`src/rtl/iob_sticky_pkg.sv`:
```
// Shared constants and helpers for the iob_sticky sticky-bit generator.
// Reset values and the mask-index width used by the thermometer decoder.
package iob_sticky_pkg;

  localparam logic STICKY_RST = 1'b0;
  localparam logic MAN_RST_BIT = 1'b0;
  localparam logic SHIFT_RST_BIT = 1'b0;

  // Width needed to represent every shift value from 0 up to data_w.
  function automatic int mask_idx_w(input int data_w);
    return $clog2(data_w + 1);
  endfunction

endpackage

```
`src/rtl/iob_sticky_mask.sv`:
```
// Thermometer decoder: mask bit i is set when i < shift_i.
// Shift amounts at or above DATA_W give an all-ones mask.
module iob_sticky_mask
  import iob_sticky_pkg::*;
#(
  parameter int DATA_W = 32,
  parameter int SHIFT_W = 16
) (
  input  logic [SHIFT_W-1:0] shift_i,
  output logic [DATA_W-1:0]  mask_o
);

  localparam int IDX_W = mask_idx_w(DATA_W);
  localparam int CMP_W = (SHIFT_W > IDX_W) ? SHIFT_W : IDX_W;

  // Full-width unsigned compare, so large shifts saturate instead of aliasing.
  logic [CMP_W-1:0] shift_ext;
  assign shift_ext = CMP_W'(shift_i);

  for (genvar i = 0; i < DATA_W; i++) begin : g_bit
    assign mask_o[i] = (shift_ext > CMP_W'(i));
  end

endmodule

```
`src/rtl/iob_sticky.sv`:
```
// Registered sticky-bit generator for the rounding path (OR of bits lost on a right shift).
// Define IOB_STICKY_IN_REG_EN to add an input register stage (latency 2 instead of 1).
module iob_sticky
  import iob_sticky_pkg::*;
#(
  parameter int DATA_W = 32,
  parameter int SHIFT_W = 16
) (
  input  logic               clk_i,
  input  logic               rst_i,
  input  logic               en_i,
  input  logic [DATA_W-1:0]  man_i,
  input  logic [SHIFT_W-1:0] shift_i,
  output logic               sticky_o
);

  localparam int LEVELS = $clog2(DATA_W);
  localparam int LEAVES = 1 << LEVELS;

  logic [DATA_W-1:0]  man_s;
  logic [SHIFT_W-1:0] shift_s;
  logic [DATA_W-1:0]  mask;
  logic [DATA_W-1:0]  masked;
  logic [2*LEAVES-2:0] tree;

`ifdef IOB_STICKY_IN_REG_EN
  always_ff @(posedge clk_i) begin
    if (rst_i) begin
      man_s   <= {DATA_W{MAN_RST_BIT}};
      shift_s <= {SHIFT_W{SHIFT_RST_BIT}};
    end else if (en_i) begin
      man_s   <= man_i;
      shift_s <= shift_i;
    end
  end
`else
  assign man_s   = man_i;
  assign shift_s = shift_i;
`endif

  iob_sticky_mask #(
    .DATA_W  (DATA_W),
    .SHIFT_W (SHIFT_W)
  ) u_mask (
    .shift_i (shift_s),
    .mask_o  (mask)
  );

  assign masked = man_s & mask;

  // Heap-ordered OR tree: node n combines nodes 2n+1 and 2n+2; leaves padded with zeros.
  for (genvar l = 0; l < LEAVES; l++) begin : g_leaf
    if (l < DATA_W) begin : g_data
      assign tree[LEAVES-1+l] = masked[l];
    end else begin : g_pad
      assign tree[LEAVES-1+l] = 1'b0;
    end
  end

  for (genvar n = 0; n < LEAVES-1; n++) begin : g_node
    assign tree[n] = tree[2*n+1] | tree[2*n+2];
  end

  always_ff @(posedge clk_i) begin
    if (rst_i) begin
      sticky_o <= STICKY_RST;
    end else if (en_i) begin
      sticky_o <= tree[0];
    end
  end

endmodule

```
`config.mk`:
```
export PLATFORM = sky130hd
export DESIGN_NAME = iob_sticky
export DESIGN_NICKNAME = d
export VERILOG_FILES = /design/src/rtl/iob_sticky_pkg.sv /design/src/rtl/iob_sticky_mask.sv /design/src/rtl/iob_sticky.sv
export SDC_FILE = /design/constraint.sdc
export NUM_CORES = 1
export LEC_CHECK = 0
export ABC_AREA = 1
export ABC_CLOCK_PERIOD_IN_PS = 1500
export BUFFER_PORTS_ARGS = -buffer_cell sky130_fd_sc_hd__buf_4
export CAP_MARGIN = 15
export CORE_MARGIN = 3
export CORE_UTILIZATION = 41
export CTS_CLUSTER_DIAMETER = 40
export DETAILED_ROUTE_END_ITERATION = 8
export PLACE_DENSITY = 0.86
export REMOVE_ABC_BUFFERS = 1
export SETUP_SLACK_MARGIN = 0.05
export SYNTH_ARGS = -nofsm -noshare
export SYNTH_HDL_FRONTEND = slang
export SYNTH_SLANG_ARGS = --single-unit
```
`constraint.sdc`:
```
create_clock -name clk_i -period 1.5 [get_ports clk_i]
set_input_delay 0.075 -clock clk_i [delete_from_list [all_inputs] [get_ports clk_i]]
set_output_delay 0.075 -clock clk_i [all_outputs]
set_load 0.005 [all_outputs]
```
# --- Word-level counts from Yosys, hierarchy flattened ---
# Cells that the tools add are included.
totals:
  latchBits: 0
  ram_bits: 0
  elab_cells: 65
  romBits: 0
  regBits: 1
  memories: 0
op_classes:
  mul: 0
  magnitude_cmp: 32
  reduce_logical: 0
  n_eq_ne: 0
  n_mux: 0
  n_addsub: 0
  bitwise: 32
  shift: 0
  n_div: 0
ops:
  columns: ["cell", "n"]
  rows:
  - ["16-bit by 5-bit > comparator with 1-bit output, second input constant", 16]
  - ["16-bit by 4-bit > comparator with 1-bit output, second input constant", 8]
  - ["16-bit by 3-bit > comparator with 1-bit output, second input constant", 4]
  - ["32-bit bitwise AND", 1]
  - ["16-bit by 1-bit > comparator with 1-bit output, second input constant", 2]
  - ["16-bit by 2-bit > comparator with 1-bit output, second input constant", 2]
  - ["1-bit OR", 31]

# --- Depth between registers and ports, before layout ---
logic_depth:
  ltp_word: 7
  mapped_depth: 13
  mapped_depth_nobuf: 13

# --- Modules after synthesis ---
# Synthesis repeated with hierarchy kept, for this count alone.
hier_totals:
  cells_unflattened: 160
  area_unflattened_um2: 785.8
by_module_without_submodules:
  columns: ["module", "cells_per_inst", "area_each_um2", "instances"]
  rows:
  - ["iob_sticky_mask", 95, 520.5, 1]
  - ["iob_sticky", 65, 265.3, 1]

# --- Worst setup path after synthesis ---
# Ideal clock, no wire load.
synth_timing:
  path_kind: "input port to flip-flop"
  from: "input shift_i[12]"
  to: "register sticky_o"
  slack_ns: 0.361
  t_arrival_ns: 1.021
  setup_time_ns: 0.118
  n_path_buf: 1
  stages: 13
  path_cell_list: "nor2_2 > nand2_1 > nor2_2 > buf_6 > nand2_4 > clkinv_1 > nand2_1 > nand2_1 > nand2_1 > nor2_1 > nand2_1 > nor2_2 > a21oi_2"
synth_between:
  elab_chain_cells: 7
synth_rtl:
  columns: ["element", "line_no", "rtl"]
  rows:
  - ["start, declared", "iob_sticky.sv:13", "input logic [SHIFT_W-1:0] shift_i,"]
  - ["16-bit by 1-bit > comparator with 1-bit output, or another cell as far along", "iob_sticky_mask.sv:21", "assign mask_o[i] = (shift_ext > CMP_W'(i));"]
  - ["32-bit bitwise AND *", "iob_sticky.sv:49", "assign masked = man_s & mask;"]
  - ["1-bit OR (4 in series)", "iob_sticky.sv:61", "assign tree[n] = tree[2*n+1] | tree[2*n+2];"]
  - ["1-bit OR *", "iob_sticky.sv:61", null]
  - ["end signal, assigned", "iob_sticky.sv:68", "sticky_o <= tree[0];"]
  - ["end, declared", "iob_sticky.sv:14", "output logic sticky_o"]
# Every way passes the cells marked *; elsewhere a longest branch is shown, timed or not.
# A chain may end at the register's enable or synchronous reset.

# --- Worst setup path after layout ---
layout_timing:
  from: "input shift_i[6]"
  to: "register sticky_o"
# Same word-level chain as after synthesis.

==> flow_summary_export.csv <==
group,metric,value,unit
status,outcome,"finished, final reports clean",
floorplanning,rows,14,
power,p_per_area,209.6,nW/um^2
synthesis,yosysTopAreaCell,"nand2_1",
sta,skew,0,ns
synthesis,syn-instance-count,168,
synthesis,synth_warnings,0,
hold_path,min_delay_path_depth,3,
sta,tightest_slew,0.2726,ns
sta,finalSetupViolCount,0,
sta,relSlewSlack,81.64,%
route,initialDrtViolationCount,24,
layout,syn_to_final_growth,58.04,%
sta,fmax,705.3,MHz
route,num_vias,1156,
sta,period_minus_slack,1.418,ns
synthesis,ys.flop_type,"dfxtp_1",
critical_path,slowest_stage,"inv_2",
synthesis,yosysUniqueCellTypes,22,
route,routed_wl,2.434,mm
critical_path,reg2regPathDepth,2,
global_route,grt_max_degree,21,
route,routed_via_density,4.777,
critical_path,worst-endpoint-arrival,1.30,ns
sta,slew_viol_final,0,
synthesis,synth_edf_count,0,
power,peakVddDrop,0.1215,mV
route,routedWlPerCell,10.06,um
route,drt_pass1_iterations,4,
layout,regMostFlops,"sticky_o",
critical_path,path_common_cell,"nand2_1",
floorplanning,io_pins,52,
global_route,grt_pass1_vias,1008,
placed_design,place_congestion,0.8773,
layout,fin_nets,271,
critical_path,start_kind,"input pin",
job,drv_cap,0,
power,power.total,0.2499,mW
layout,final_core_util,73.99,%
clock_tree,ctsHoldBuffers,0,
power,power.leakage,0.6103,nW
synthesis,synth.area.top_cells,"nand2_1 34%, nor2_1 17%, nand3_1 12%, inv_1 6.0%, o21ai_0 4.0%",
layout,final_cells,242,
global_route,grt_pass1_wl,4.008,mm
layout,reg.largest.list,"sticky_o: 1 flops",
clock_tree,clk_pin_slew_worst_paths,0,ns
synthesis,netlist_area,754.5,sq um
global_route,grt_antenna_before_repair,0,
layout,n_fill_cell,164,
critical_path,cp-end-kind,"flop",
critical_path,critPathRequiredTime,1.38,ns
route,post-route-drc-count,0,
critical_path,worstPathCellList,"buf_4 -> nor2_2 -> nand2_1 -> inv_2 -> nand3_1 -> nand2_1 -> nand2_1 -> nor2_1 -> nand3_1 -> nor2_1 -> a21oi_2",
layout,final_area,1192,sq um
layout,antenna_cells,0,
route,antenna_left,0,
placed_design,dp_cells,242,
layout,largest_register_ffs,1,
synthesis,synth.top_cell.area_share,34.33,%
sta,hold_violations,0,
floorplanning,dieHeight,48.90,um
hold_path,hold_path.class,"input pin to flop",
placed_design,dpl.hpwl,2.120,mm
global_route,overflow,0,
critical_path,cp_max_fo,9,
placed_design,placed_cell_area,1169,sq um
synthesis,synth_area_per_cell,4.491,sq um
synthesis,ys_ff_latch,1,
critical_path,path_class,"input pin to flop",
floorplanning,core,1612,sq um
synthesis,ys_seq_area_share,2.653,%
critical_path,cpPeakStageDelay,0.21,ns
sta,rsz0062_at_grt,"true",
floorplanning,die-area,2391,sq um
placed_design,io_buffers,51,
floorplanning,start_util,46.82,%
synthesis,ys_async_sr_fraction,0,%
clock_tree,clk_latency,0,ns
sta,period_share,94.52,%
global_route,track_usage,19.53,%
floorplanning,die_x,48.90,um
layout,drive_above_1_share,31.65,%
-- timing repair --
action	4_1_cts	5_1_grt
setup buffers	0	0
gates resized for setup	0	6
endpoints found under the setup margin	0	1
-- cell usage after synthesis, types with 2 or more instances --
cell / number
nand2_4: 2
nor2_2: 4
a21oi_1: 4
nand3_1: 18
nor2_1: 34
o21ai_1: 3
nand2_1: 69
inv_2: 4
o21ai_0: 6
inv_1: 12
-- logic make-up (layout without fill, tap and decap cells) --
logic type	count (synthesis)	in the layout	synth area share, %
AO/OA/AOI/OAI	16	16	11.78
AND/OR/NAND/NOR	132	132	74.63
flip-flops	1	1	2.654
buffers and inverters	19	69	10.94
-- metal layers --
metal	GRT usage, %	vias up	wire, um
li1	-	628	-
met1	24.73	478	1039
met2	36.20	48	1195
met3	2.141	2	183
met4	1.896	0	14
met5	0	-	0
-- through the flow --
step / TNS, ns / hold WS, ns / setup WS (ns)
final: 0 / 0.3508 / 0.08219
after global routing: -0.03537 / 0.3721 / -0.03537
after CTS: 0 / 0.3557 / 0.08233
after detailed placement: 0 / 0.3557 / 0.08658
after global placement: 0 / 0.3496 / 0.1265
after floorplan: 0 / 0.2448 / 0.03499
-- power breakdown --
part | leakage [nW] | internal [mW] | total (mW) | switching (mW)
Sequential | 0.00839 | 0.0291 | 0.0300 | 0.000937
Combinational | 0.602 | 0.121 | 0.220 | 0.0993
Clock | 0 | 0 | 0 | 0
-- layout make-up --
type                       instances  area (sq um)  area share [%]
timing repair buffer              52         402.9           33.79
multi-input combinational        148         675.6           56.66
tap                               24         30.03           2.518
sequential                         1         20.02           1.679
inverter                          17         63.81           5.352
-- placed cells by master (no fill, tap or decap), drive strengths merged --
cell / count
o21ai: 9
inv: 16
nand2: 71
nand4: 1
a21oi: 5
nand3: 19
dfxtp: 1
or2: 1
a21boi: 1
clkinv: 1
o21bai: 1
nor2: 39
buf: 52
nor3: 1
-- path summary, 6_finish.rpt --
kind                            slack [ns]        to        from
worst max register to register        0.88  sticky_o    sticky_o
worst min register to register        0.53  sticky_o    sticky_o
worst min-delay path                  0.35  sticky_o       rst_i
worst max-delay path                  0.08  sticky_o  shift_i[6]
-- worst max-delay path, delay by kind of cell --
| family | cells | cell delay, ns |
|---|---|---|
| buffers and inverters | 2 | 0.32 |
| AO/OA/AOI/OAI | 1 | 0.06 |
| AND/OR/NAND/NOR | 8 | 0.84 |
Note: power is estimated with default switching activity, not from simulation.
